--- src/rtl/wishbone_master_pkg.sv ---
// Purpose     : shared types and constants for the Wishbone initiators.
// Latency     : n/a (declarations only).
// Backpressure: n/a.
// Contents: FSM state encoding, default timeout length, response codes.
package wishbone_master_pkg;

  // Classic master FSM states.
  typedef enum logic [1:0] {
    IDLE = 2'd0,
    BUS  = 2'd1,
    RESP = 2'd2
  } wb_state_e;

  // Default number of BUS cycles before an unanswered cycle is aborted.
  localparam int unsigned WB_TIMEOUT_CYCLES_DEFAULT = 255;

  // Response classification, shared with a future pipelined master.
  localparam logic [1:0] WB_RSP_OK      = 2'd0;
  localparam logic [1:0] WB_RSP_BUS_ERR = 2'd1;
  localparam logic [1:0] WB_RSP_TIMEOUT = 2'd2;

endpackage

--- src/rtl/wb_master_timeout.sv ---
// Purpose     : cycle counter that flags an unanswered Wishbone bus cycle.
// Latency     : expired is combinational from the registered count.
// Backpressure: none; counts whenever en is high, clr has priority.
// Ports: clk, rstn (sync, active-low), clr (restart count), en (count this
//        cycle), expired (high on the cycle whose edge would reach LIMIT).
module wb_master_timeout
  import wishbone_master_pkg::*;
#(
  parameter int unsigned LIMIT = WB_TIMEOUT_CYCLES_DEFAULT
) (
  input  logic clk,
  input  logic rstn,
  input  logic clr,
  input  logic en,
  output logic expired
);

  logic [15:0] count_q;

  always_ff @(posedge clk) begin
    if (!rstn) begin
      count_q <= '0;
    end else if (clr) begin
      count_q <= '0;
    end else if (en) begin
      count_q <= count_q + 16'd1;
    end
  end

  // Flag on the edge that would bring the count to LIMIT, so the cycle is
  // held for exactly LIMIT unanswered BUS cycles.
  assign expired = en && (count_q == 16'(LIMIT - 1));

endmodule

--- src/rtl/wishbone_classic_master.sv ---
// Purpose     : turns one valid/ready command into one Wishbone classic cycle.
// Latency     : bus visible 1 cycle after accept; rsp_valid >= 2 cycles after accept.
// Backpressure: one transfer in flight; rsp held until rsp_ready, cmd_ready low meanwhile.
// Ports: clk/rstn (sync active-low); cmd_* request channel; rsp_* response
//        channel; m_wb_* Wishbone classic initiator port.
// Option: define WB_MASTER_TIMEOUT_EN to abort cycles unanswered for
//         TIMEOUT_CYCLES bus cycles (reported as rsp_err).
module wishbone_classic_master
  import wishbone_master_pkg::*;
#(
  parameter int unsigned ADDRESS_WIDTH  = 16,
  parameter int unsigned BUS_WIDTH      = 4,
  parameter int unsigned TIMEOUT_CYCLES = WB_TIMEOUT_CYCLES_DEFAULT
) (
  input  logic                     clk,
  input  logic                     rstn,
  input  logic                     cmd_valid,
  output logic                     cmd_ready,
  input  logic                     cmd_we,
  input  logic [ADDRESS_WIDTH-1:0] cmd_addr,
  input  logic [BUS_WIDTH*8-1:0]   cmd_wdata,
  input  logic [BUS_WIDTH-1:0]     cmd_sel,
  output logic                     rsp_valid,
  input  logic                     rsp_ready,
  output logic [BUS_WIDTH*8-1:0]   rsp_rdata,
  output logic                     rsp_err,
  output logic                     m_wb_cyc,
  output logic                     m_wb_stb,
  output logic                     m_wb_we,
  output logic [ADDRESS_WIDTH-1:0] m_wb_addr,
  output logic [BUS_WIDTH*8-1:0]   m_wb_data_o,
  output logic [BUS_WIDTH-1:0]     m_wb_sel,
  input  logic                     m_wb_ack,
  input  logic [BUS_WIDTH*8-1:0]   m_wb_data_i,
  input  logic                     m_wb_err
);

  localparam int unsigned DW = BUS_WIDTH * 8;

  wb_state_e                state_q, state_d;
  logic                     cyc_q, cyc_d;
  logic                     stb_q, stb_d;
  logic                     we_q, we_d;
  logic [ADDRESS_WIDTH-1:0] addr_q, addr_d;
  logic [DW-1:0]            wdata_q, wdata_d;
  logic [BUS_WIDTH-1:0]     sel_q, sel_d;
  logic                     rsp_valid_q, rsp_valid_d;
  logic [DW-1:0]            rsp_rdata_q, rsp_rdata_d;
  logic                     rsp_err_q, rsp_err_d;
  logic                     accept;
  logic                     timeout_hit;

  assign cmd_ready = rstn && (state_q == IDLE);
  assign accept    = cmd_valid && cmd_ready;

`ifdef WB_MASTER_TIMEOUT_EN
  logic timeout_en;

  // Ack/err on the expiry edge keeps the counter from flagging, so a
  // late answer wins over the abort.
  assign timeout_en = (state_q == BUS) && !m_wb_ack && !m_wb_err;

  wb_master_timeout #(
    .LIMIT (TIMEOUT_CYCLES)
  ) u_timeout (
    .clk     (clk),
    .rstn    (rstn),
    .clr     (accept),
    .en      (timeout_en),
    .expired (timeout_hit)
  );
`else
  assign timeout_hit = 1'b0;
`endif

  always_comb begin
    state_d     = state_q;
    cyc_d       = cyc_q;
    stb_d       = stb_q;
    we_d        = we_q;
    addr_d      = addr_q;
    wdata_d     = wdata_q;
    sel_d       = sel_q;
    rsp_valid_d = rsp_valid_q;
    rsp_rdata_d = rsp_rdata_q;
    rsp_err_d   = rsp_err_q;

    unique case (state_q)
      IDLE: begin
        if (accept) begin
          state_d = BUS;
          cyc_d   = 1'b1;
          stb_d   = 1'b1;
          we_d    = cmd_we;
          addr_d  = cmd_addr;
          wdata_d = cmd_wdata;
          sel_d   = cmd_sel;
        end
      end
      BUS: begin
        if (m_wb_ack || m_wb_err) begin
          state_d     = RESP;
          cyc_d       = 1'b0;
          stb_d       = 1'b0;
          we_d        = 1'b0;
          rsp_valid_d = 1'b1;
          // err dominates ack; only clean reads return data.
          rsp_err_d   = m_wb_err;
          rsp_rdata_d = (!we_q && !m_wb_err) ? m_wb_data_i : '0;
        end else if (timeout_hit) begin
          state_d     = RESP;
          cyc_d       = 1'b0;
          stb_d       = 1'b0;
          we_d        = 1'b0;
          rsp_valid_d = 1'b1;
          rsp_err_d   = 1'b1;
          rsp_rdata_d = '0;
        end
      end
      RESP: begin
        if (rsp_ready) begin
          state_d     = IDLE;
          rsp_valid_d = 1'b0;
        end
      end
      default: begin
        state_d = IDLE;
      end
    endcase
  end

  always_ff @(posedge clk) begin
    if (!rstn) begin
      state_q     <= IDLE;
      cyc_q       <= 1'b0;
      stb_q       <= 1'b0;
      we_q        <= 1'b0;
      addr_q      <= '0;
      wdata_q     <= '0;
      sel_q       <= '0;
      rsp_valid_q <= 1'b0;
      rsp_rdata_q <= '0;
      rsp_err_q   <= 1'b0;
    end else begin
      state_q     <= state_d;
      cyc_q       <= cyc_d;
      stb_q       <= stb_d;
      we_q        <= we_d;
      addr_q      <= addr_d;
      wdata_q     <= wdata_d;
      sel_q       <= sel_d;
      rsp_valid_q <= rsp_valid_d;
      rsp_rdata_q <= rsp_rdata_d;
      rsp_err_q   <= rsp_err_d;
    end
  end

  assign m_wb_cyc    = cyc_q;
  assign m_wb_stb    = stb_q;
  assign m_wb_we     = we_q;
  assign m_wb_addr   = addr_q;
  assign m_wb_data_o = wdata_q;
  assign m_wb_sel    = sel_q;
  assign rsp_valid   = rsp_valid_q;
  assign rsp_rdata   = rsp_rdata_q;
  assign rsp_err     = rsp_err_q;

endmodule

--- config.mk ---
export PLATFORM = sky130hd
export DESIGN_NAME = wishbone_classic_master
export DESIGN_NICKNAME = d
export VERILOG_FILES = /design/src/rtl/wishbone_master_pkg.sv /design/src/rtl/wb_master_timeout.sv /design/src/rtl/wishbone_classic_master.sv
export SDC_FILE = /design/constraint.sdc
export NUM_CORES = 1
export LEC_CHECK = 0
export CAP_MARGIN = 0
export CORE_MARGIN = 2
export CORE_UTILIZATION = 35
export DETAILED_ROUTE_END_ITERATION = 6
export HOLD_SLACK_MARGIN = 0.12
export PLACE_DENSITY_LB_ADDON = 0.3
export SYNTH_ARGS = -nofsm -noshare
export SYNTH_HDL_FRONTEND = slang
export SYNTH_SLANG_ARGS = --single-unit
--- constraint.sdc ---
create_clock -name clk -period 1.45 [get_ports clk]
set_clock_uncertainty 0.1 [all_clocks]
set_input_delay 0.29 -clock clk [delete_from_list [all_inputs] [get_ports clk]]
set_output_delay 0.29 -clock clk [all_outputs]
set_load 0.05 [all_outputs]
* Word level (Yosys, flattened, before mapping)
Cells that the tools add are included.
Storage, ports and cells: register bits 90, output and inout port bits 90, bits of input ports 91
Operators by class: eq/ne operators 5, multiplexer cells 13, reduce and logical (&&, ||, !) cells 14
Operators by type and width (count):
- two-way mux 32 bit | 1
- AND reduction 3 bit | 3
- two-way mux 2 bit | 3
- inequality test 2 bit (second input constant) | 3
- one-hot mux 1 bit (2 select lines) | 3
- one-hot mux 2 bit (3 select lines) | 1
- two-way mux 1 bit | 5
- AND reduction 2 bit | 2
- nonzero test 2 bit | 2
- logical AND 1 bit | 3
- equality test 2 x 1 -> 1 bit (second input constant) | 1
- equality test 2 bit (second input constant) | 1
- logical NOT 1 bit | 2
- logical NOT 2 bit | 1
- logical OR 1 bit | 1

* Depth between registers and ports, before layout
Gate-level depths: netlist of run 1.
depth in word-level cells 5, depth in mapped cells 7, gate-level depth less buffers 3

* Least setup slack after synthesis of run 1
OpenSTA, ideal clock, no wires.
kind in2out, from input rstn, to output cmd_ready, stages on the path 4, buffers on the path 2, slack -0.415 ns, arrival time 1.475 ns, cell sequence buf_2 -> clkbuf_1 -> nand2b_1 -> nor2_1
Between the ends: cells in the longest elaborated chain, start to end 1
Ends and longest elaborated chain:
- from (decl) | RTL line wishbone_classic_master.sv:16 | input logic rstn,
- logical AND 1 bit | RTL line wishbone_classic_master.sv:53 | assign cmd_ready = rstn && (state_q == IDLE);
- to (decl) | RTL line wishbone_classic_master.sv:18 | output logic cmd_ready,
No other way between the ends.

* Worst setup path in the final report of run 1
from register state_q[1], to output cmd_ready
Between the ends: cells in the longest elaborated chain, start to end 2
Ends and longest elaborated chain:
- from (decl) | RTL line wishbone_classic_master.sv:40 | wb_state_e state_q, state_d;
- from (signal assigned) | RTL line wishbone_classic_master.sv:145 | state_q <= state_d;
- logical NOT 2 bit | RTL line wishbone_classic_master.sv:53
- logical AND 1 bit | RTL line wishbone_classic_master.sv:53
No other way between the ends.

==> run_results.csv, run 1 <==
group,metric,value,unit
timing,period_share,1.03,
logic_synthesis,synthCells,405,
drt,drtPass1Iterations,5,
clock_tree,cts_buffer_depth,2,
timing,slew_viol_final,0,
timing,period_needed,1.49,ns
clock_tree,root_buffer,"clkbuf_8",
cells_and_area,synthToLayoutAreaGrowth,91.3,%
drt,drc,0,
logic_synthesis,yosysWarnings,0,
clock_tree,cts_made_buffers,9,
clock_tree,h-tree-depth,3,
power,p_per_area,980,nW/um^2
critical_path,startpoint_type,"flop",
critical_path,worstPathArrival,1.10,ns
timing,rsz0062_at_grt,"yes",
cells_and_area,diodes,0,
critical_path,required,1.06,ns
power,combPwrFrac,0.286,
power,intPower,4.45,mW
clock_tree,clk_pin_slew_worst_paths,0.09,ns
drt,totalWireLength,10.3,mm
logic_synthesis,synth.mux.area_fraction,0.00293,
logic_synthesis,postSynthAreaPerCell,8.44,um^2
power,ir_drop,0.000642,V
power,finalPower,6.41,mW
cells_and_area,nNetsFinal,666,
die,row_count,36,
logic_synthesis,synth_compound_area_frac,0.209,
place,dp_hpwl,7.57,mm
cells_and_area,layout_common_cells,"107 x nand2_1, 96 x buf_12, 89 x clkdlybuf4s50_1",
global_routing,grt_overflow,0,
drt,viasPerCell,4.81,
drt,detail_route.wl_per_cell,14.4,um
die,die-area,10600,um^2
logic_synthesis,ys.flop_type,"dfxtp_1",
drt,drtIter0Drc,61,
drt,ant_nets,0,
critical_path,worstPathMaxFanout,5,
logic_synthesis,synthSimpleGateAreaFrac,0.196,
drt,route.met3.wl,1.13,mm
power,p_sw,1.96,mW
global_routing,grt_antenna_before_repair,0,
timing,setup_ws,-0.0415,ns
logic_synthesis,ys_seq_area_frac,0.527,
power,p_seq_frac,0.434,
logic_synthesis,synth_top_area_cell,"dfxtp_1",
timing,max_freq,670,MHz
hold_path,min_from,"rstn",
power,pwr-share-clk,0.279,
critical_path,critPathMaxStageDelay,0.36,ns
place,post-place-ws,-0.310,ns
die,die_x,103,um
critical_path,worstSetupPathType,"reg2out",
place,numPortBuffers,180,
cells_and_area,mostFrequentLayoutCell,"nand2_1",
logic_synthesis,ys_types,23,
clock_tree,cts.sinks,90,
timing,hold_viol,0,
cells_and_area,multi_input_area,1430,um^2
hold_path,hold_path_class,"in2reg",
power,p_leak,2.41,nW
clock_tree,clk_latency,0.34,ns
die,die_h,103,um
run_status,failed_checks,"setup timing",
timing,max-slew-margin-rel,0.807,
die,core,9640,um^2
logic_synthesis,syn_nets,496,
cells_and_area,regArea,1810,um^2
cells_and_area,fin_util,0.679,
critical_path,critPathSlowestCell,"dfxtp_4",
logic_synthesis,synth_top_family_by_area,"compound AO/OA/AOI/OAI gates",
logic_synthesis,ys_seq_elements,90,
die,start_util,0.355,
clock_tree,cts_tree,"yes",
drt,dr_wl_met2,5.07,mm
critical_path,rr_startpoint,"state_q[0]",
logic_synthesis,async_reset_ff_frac,0,
logic_synthesis,synth_edf_count,0,
critical_path,worstSetupStartpoint,"state_q[1]",
critical_path,path_cells,"nand2b_4, nor2_4, buf_12",
global_routing,grt_pass1_vias,3452,
timing,hold_ws,0.160,ns
global_routing,grt_use_total,0.195,
run_status,status,"complete, but fails checks",
timing,setup_viol,1,
place,gp_congestion,0.783,
timing,worst_slew_pin_slew,0.290,ns
global_routing,grt_start_max_net_pins,69,
logic_synthesis,yosys.area_share.adder,0,
critical_path,reg2reg_slack,0.07,ns
critical_path,end_kind,"output port",
timing,final.setup.tns,-0.0415,ns
logic_synthesis,synth_area_leaders,"dfxtp_1 53%, nand2_1 12%, o21ai_0 12%",
logic_synthesis,synth-xor-area-share,0,
global_routing,grt_pass1_wl,16.3,mm
logic_synthesis,netlist_area,3420,um^2
run,maxCapViolations,0,
cells_and_area,drive_gt1_frac,0.238,
drt,wl_met1,3.94,mm
die,io_pins,181,
drt,vias,3427,
drt,top_layer_used,"met4",
cells_and_area,fillers,760,
logic_synthesis,synth.top_cell.area_share,0.527,
power,swShare,0.305,
[registers in the layout (all words and copies together), names as in the netlist]
name,cells
rsp_valid,1
m_wb_addr,16
m_wb_we,1
m_wb_stb,1
rsp_rdata,32
state_q,2
m_wb_sel,4
rsp_err,1
m_wb_data_o,32
[per-layer routing]
layer | track usage | vias to the layer above
met5 | 0 | -
li1 | - | 1720
met4 | 0.0526 | 0
met3 | 0.0922 | 10
met2 | 0.330 | 136
met1 | 0.221 | 1561
[logic make-up (layout without fill, tap and decap cells)]
group | count (synthesis) | after routing
buf+inv | 41 | 216
simple gates | 150 | 150
flops | 90 | 90
compound gates | 123 | 123
mux | 1 | 1
[power by group through the flow]
stage	registers (mW)	clock network (mW)	logic [mW]
floorplan	3.26	0	0.344
global placement	2.84	0	1.80
finish	2.78	1.79	1.84
CTS	2.79	1.85	1.83
global route	2.80	1.96	1.93
detailed placement	2.84	0	1.82
[critical path, delay by kind of cell, from the launching register on]
family | cells | cell delay (ns)
simple gates | 2 | 0.26
buf+inv | 1 | 0.14
flops | 1 | 0.36
[worst paths after layout]
kind / to / depth (start not counted)
hold / removal: state_q[0] / 3
setup / recovery: cmd_ready / 3
hold reg to reg: m_wb_data_o[16] / 2
setup reg to reg: m_wb_we / 5
[cell usage after synthesis (2+ instances only)]
cell type / count
o21ai_0: 79
nand4_1: 32
buf_4: 5
nand2_1: 107
buf_6: 5
a21boi_1: 4
nor2_1: 4
o21ai_1: 6
a21boi_0: 31
nand2b_1: 2
buf_2: 9
clkbuf_1: 21
dfxtp_1: 90
[metrics by stage]
step / instances / area, um^2
after CTS: 712 / 6510
after global placement: 695 / 6270
after detailed placement: 695 / 6270
after global routing: 713 / 6540
final: 713 / 6540
after floorplan: 405 / 3430
[what timing repair did]
action                     in CTS  in global routing
resized for setup               4                  8
pin swaps                       1                  0
buffers inserted                1                  1
cloned                          0                  0
setup endpoints to repair       1                 26
hold buffers                    0                  0
[area by class of cell]
cell class | instances | share of cell area
timing repair buffer | 199 | 0.447
inverter | 1 | 0.000574
multi-input combinational | 274 | 0.218
tap | 133 | 0.0254
sequential | 90 | 0.276
clock inverter | 5 | 0.00956
clock buffer | 11 | 0.0231
Power figures use the tool's default switching activity.
==> inputs of run 2 (changes only) <==
CORE_MARGIN = default   (was 2)
==> run 2 against run 1 <==
  * The flow still finishes with violations (setup timing)
  * Maximum frequency shrank 0.51%
  * Sequential power is essentially flat
  * Cell area grew 0.61%
  * Register-to-register slack gained 0.04 ns
  * Worst hold slack gained 0.12 ns
  * Total power grew 1.7%
  * Flip-flop and latch count is the same
  * Sequential share of layout area shrank 0.17 points
  * Critical path type unchanged
  * Largest power group unchanged
  * Highest routed layer unchanged
==> run_results.csv, run 2 (same netlist as run 1, synthesis figures left out) <==
group,metric,value,unit
critical_path,cp.depth,3,
hold_path,hold_path_class,"in2reg",
clock_tree,cts_made_buffers,9,
critical_path,required,1.06,ns
die,die_h,101,um
global_routing,grt_overflow,0,
power,finalPower,6.52,mW
critical_path,worstPathMaxFanout,6,
global_routing,grt_start_max_net_pins,68,
drt,ant_nets,0,
die,io_pins,181,
timing,max_freq,667,MHz
timing,max-slew-margin-rel,0.808,
critical_path,reg2reg_slack,0.11,ns
run,maxCapViolations,0,
place,numPortBuffers,180,
clock_tree,cts.sinks,90,
critical_path,critPathSlowestCell,"dfxtp_4",
critical_path,worstSetupPathType,"reg2out",
timing,period_share,1.03,
clock_tree,cts_tree,"yes",
cells_and_area,drive_gt1_frac,0.236,
critical_path,worstPathArrival,1.11,ns
critical_path,reg2reg_to,"m_wb_addr[1]",
die,die-area,10200,um^2
critical_path,r2r_cells,4,
drt,vias,3455,
critical_path,path_cells,"nand2b_4, nor2_4, buf_12",
timing,hold_ws,0.280,ns
cells_and_area,layout_common_cells,"107 x nand2_1, 99 x buf_12, 89 x clkdlybuf4s50_1",
critical_path,crit_end,"cmd_ready",
run_status,failed_checks,"setup timing",
timing,setup_ws,-0.0492,ns
timing,period_needed,1.50,ns
run_status,status,"complete, but fails checks",
critical_path,rr_startpoint,"state_q[1]",
global_routing,grt_pass1_wl,16.4,mm
cells_and_area,nNetsFinal,667,
cells_and_area,stdcell_area,6580,um^2
timing,setup_viol,1,
cells_and_area,synthToLayoutAreaGrowth,92.5,%
timing,rsz0062_at_grt,"yes",
clock_tree,clk_latency,0.34,ns
global_routing,grt_use_total,0.204,
global_routing,grt_antenna_before_repair,0,
critical_path,crit_family,"flip-flops",
timing,hold_viol,0,
drt,drtPass1Iterations,4,
die,die_x,101,um
cells_and_area,diodes,0,
clock_tree,root_buffer,"clkbuf_8",
cells_and_area,mostFrequentLayoutCell,"nand2_1",
die,start_util,0.365,
critical_path,critPathMaxStageDelay,0.37,ns
cells_and_area,instances_no_fill,710,
power,p_leak,2.42,nW
place,gp_congestion,0.737,
place,dp.cells,693,
drt,viasPerCell,4.87,
global_routing,grt_pass1_vias,3492,
place,dp_hpwl,7.38,mm
cells_and_area,fillers,685,
clock_tree,clk_pin_slew_worst_paths,0.08,ns
critical_path,startpoint_type,"flop",
timing,worst_slew_pin_slew,0.287,ns
critical_path,end_kind,"output port",
die,core,9370,um^2
timing,slew_viol_final,0,
place,placed_area,6330,um^2
drt,drtIter0Drc,79,
clock_tree,cts_buffer_depth,2,
power,p_per_area,991,nW/um^2
critical_path,crit_buf_inv,1,
clock_tree,h-tree-depth,3,
critical_path,worstSetupStartpoint,"state_q[1]",
drt,drc,0,
drt,totalWireLength,10.1,mm
die,row_count,35,
power,ir_drop,0.000730,V
drt,detail_route.wl_per_cell,14.2,um
[run 2: changes by cell type in the layout (fill, tap and decap cells not counted), sizes merged]
cell / previous run / this run
clkbuf: 11 / 12
clkinv: 2 / 0
buf: 110 / 111
bufinv: 1 / 2
[run 2: metal layers]
layer	share of wire	routed length, um	track usage
met1	0.41	4090	0.240
met2	0.48	4830	0.330
met3	0.099	1000	0.0908
met4	0.013	129	0.0725
met5	0	0	0
[run 2: report_power, final]
group          internal [mW]  switching (mW)  total (mW)
Sequential              2.62           0.160        2.78
Combinational          0.947           0.905        1.85
Clock                   1.02           0.867        1.89
Total                   4.59            1.93        6.52
[run 2: final cells by class]
class / instances / area (um^2) / share of cell area
Clock buffer: 12 / 145 / 0.0221
Inverter: 1 / 3.75 / 0.000570
Timing Repair Buffer: 200 / 2960 / 0.450
Multi-Input combinational cell: 274 / 1430 / 0.217
Tap cell: 129 / 161 / 0.0245
Sequential cell: 90 / 1810 / 0.275
Clock inverter: 4 / 75.1 / 0.0114
[run 2: worst min path at each step]
stage / startpoint / endpoint / slack (ns) / cells past startpoint
floorplan: cmd_addr[0] / m_wb_addr[0] / 0.30 / 2
global placement: m_wb_data_o[15] / m_wb_data_o[15] / 0.37 / 2
detailed placement: m_wb_data_o[18] / m_wb_data_o[18] / 0.38 / 2
CTS: rstn / state_q[0] / 0.25 / 4
global route: rstn / state_q[0] / 0.27 / 4
finish: rstn / state_q[0] / 0.28 / 4
[run 2: timing repair]
item / 4_1_cts / 5_1_grt
endpoints found under the setup margin: 1 / 2
gates resized for setup: 4 / 2
endpoints found under the hold margin: 0 / 0
hold buffers: 0 / 0
pin swaps: 1 / 0
setup buffers: 1 / 0
[run 2: per-stage QoR]
| step | setup slack [ns] | utilization | TNS [ns] |
|---|---|---|---|
| 3_3_place_gp | -0.235 | 0.676 | -18.60 |
| 3_5_place_dp | -0.310 | 0.676 | -21.48 |
| 4_1_cts | -0.0720 | 0.702 | -0.0720 |
| 2_1_floorplan | 0.00469 | - | 0 |
| 6_report | -0.0492 | 0.702 | -0.0492 |
| 5_1_grt | -0.106 | 0.702 | -0.146 |
[run 2: tightest hold or removal path, cell delays in order]
cell and delay (ns):
buf_2 0.16, nand2b_4 0.10, buf_4 0.10, nor2_1 0.03
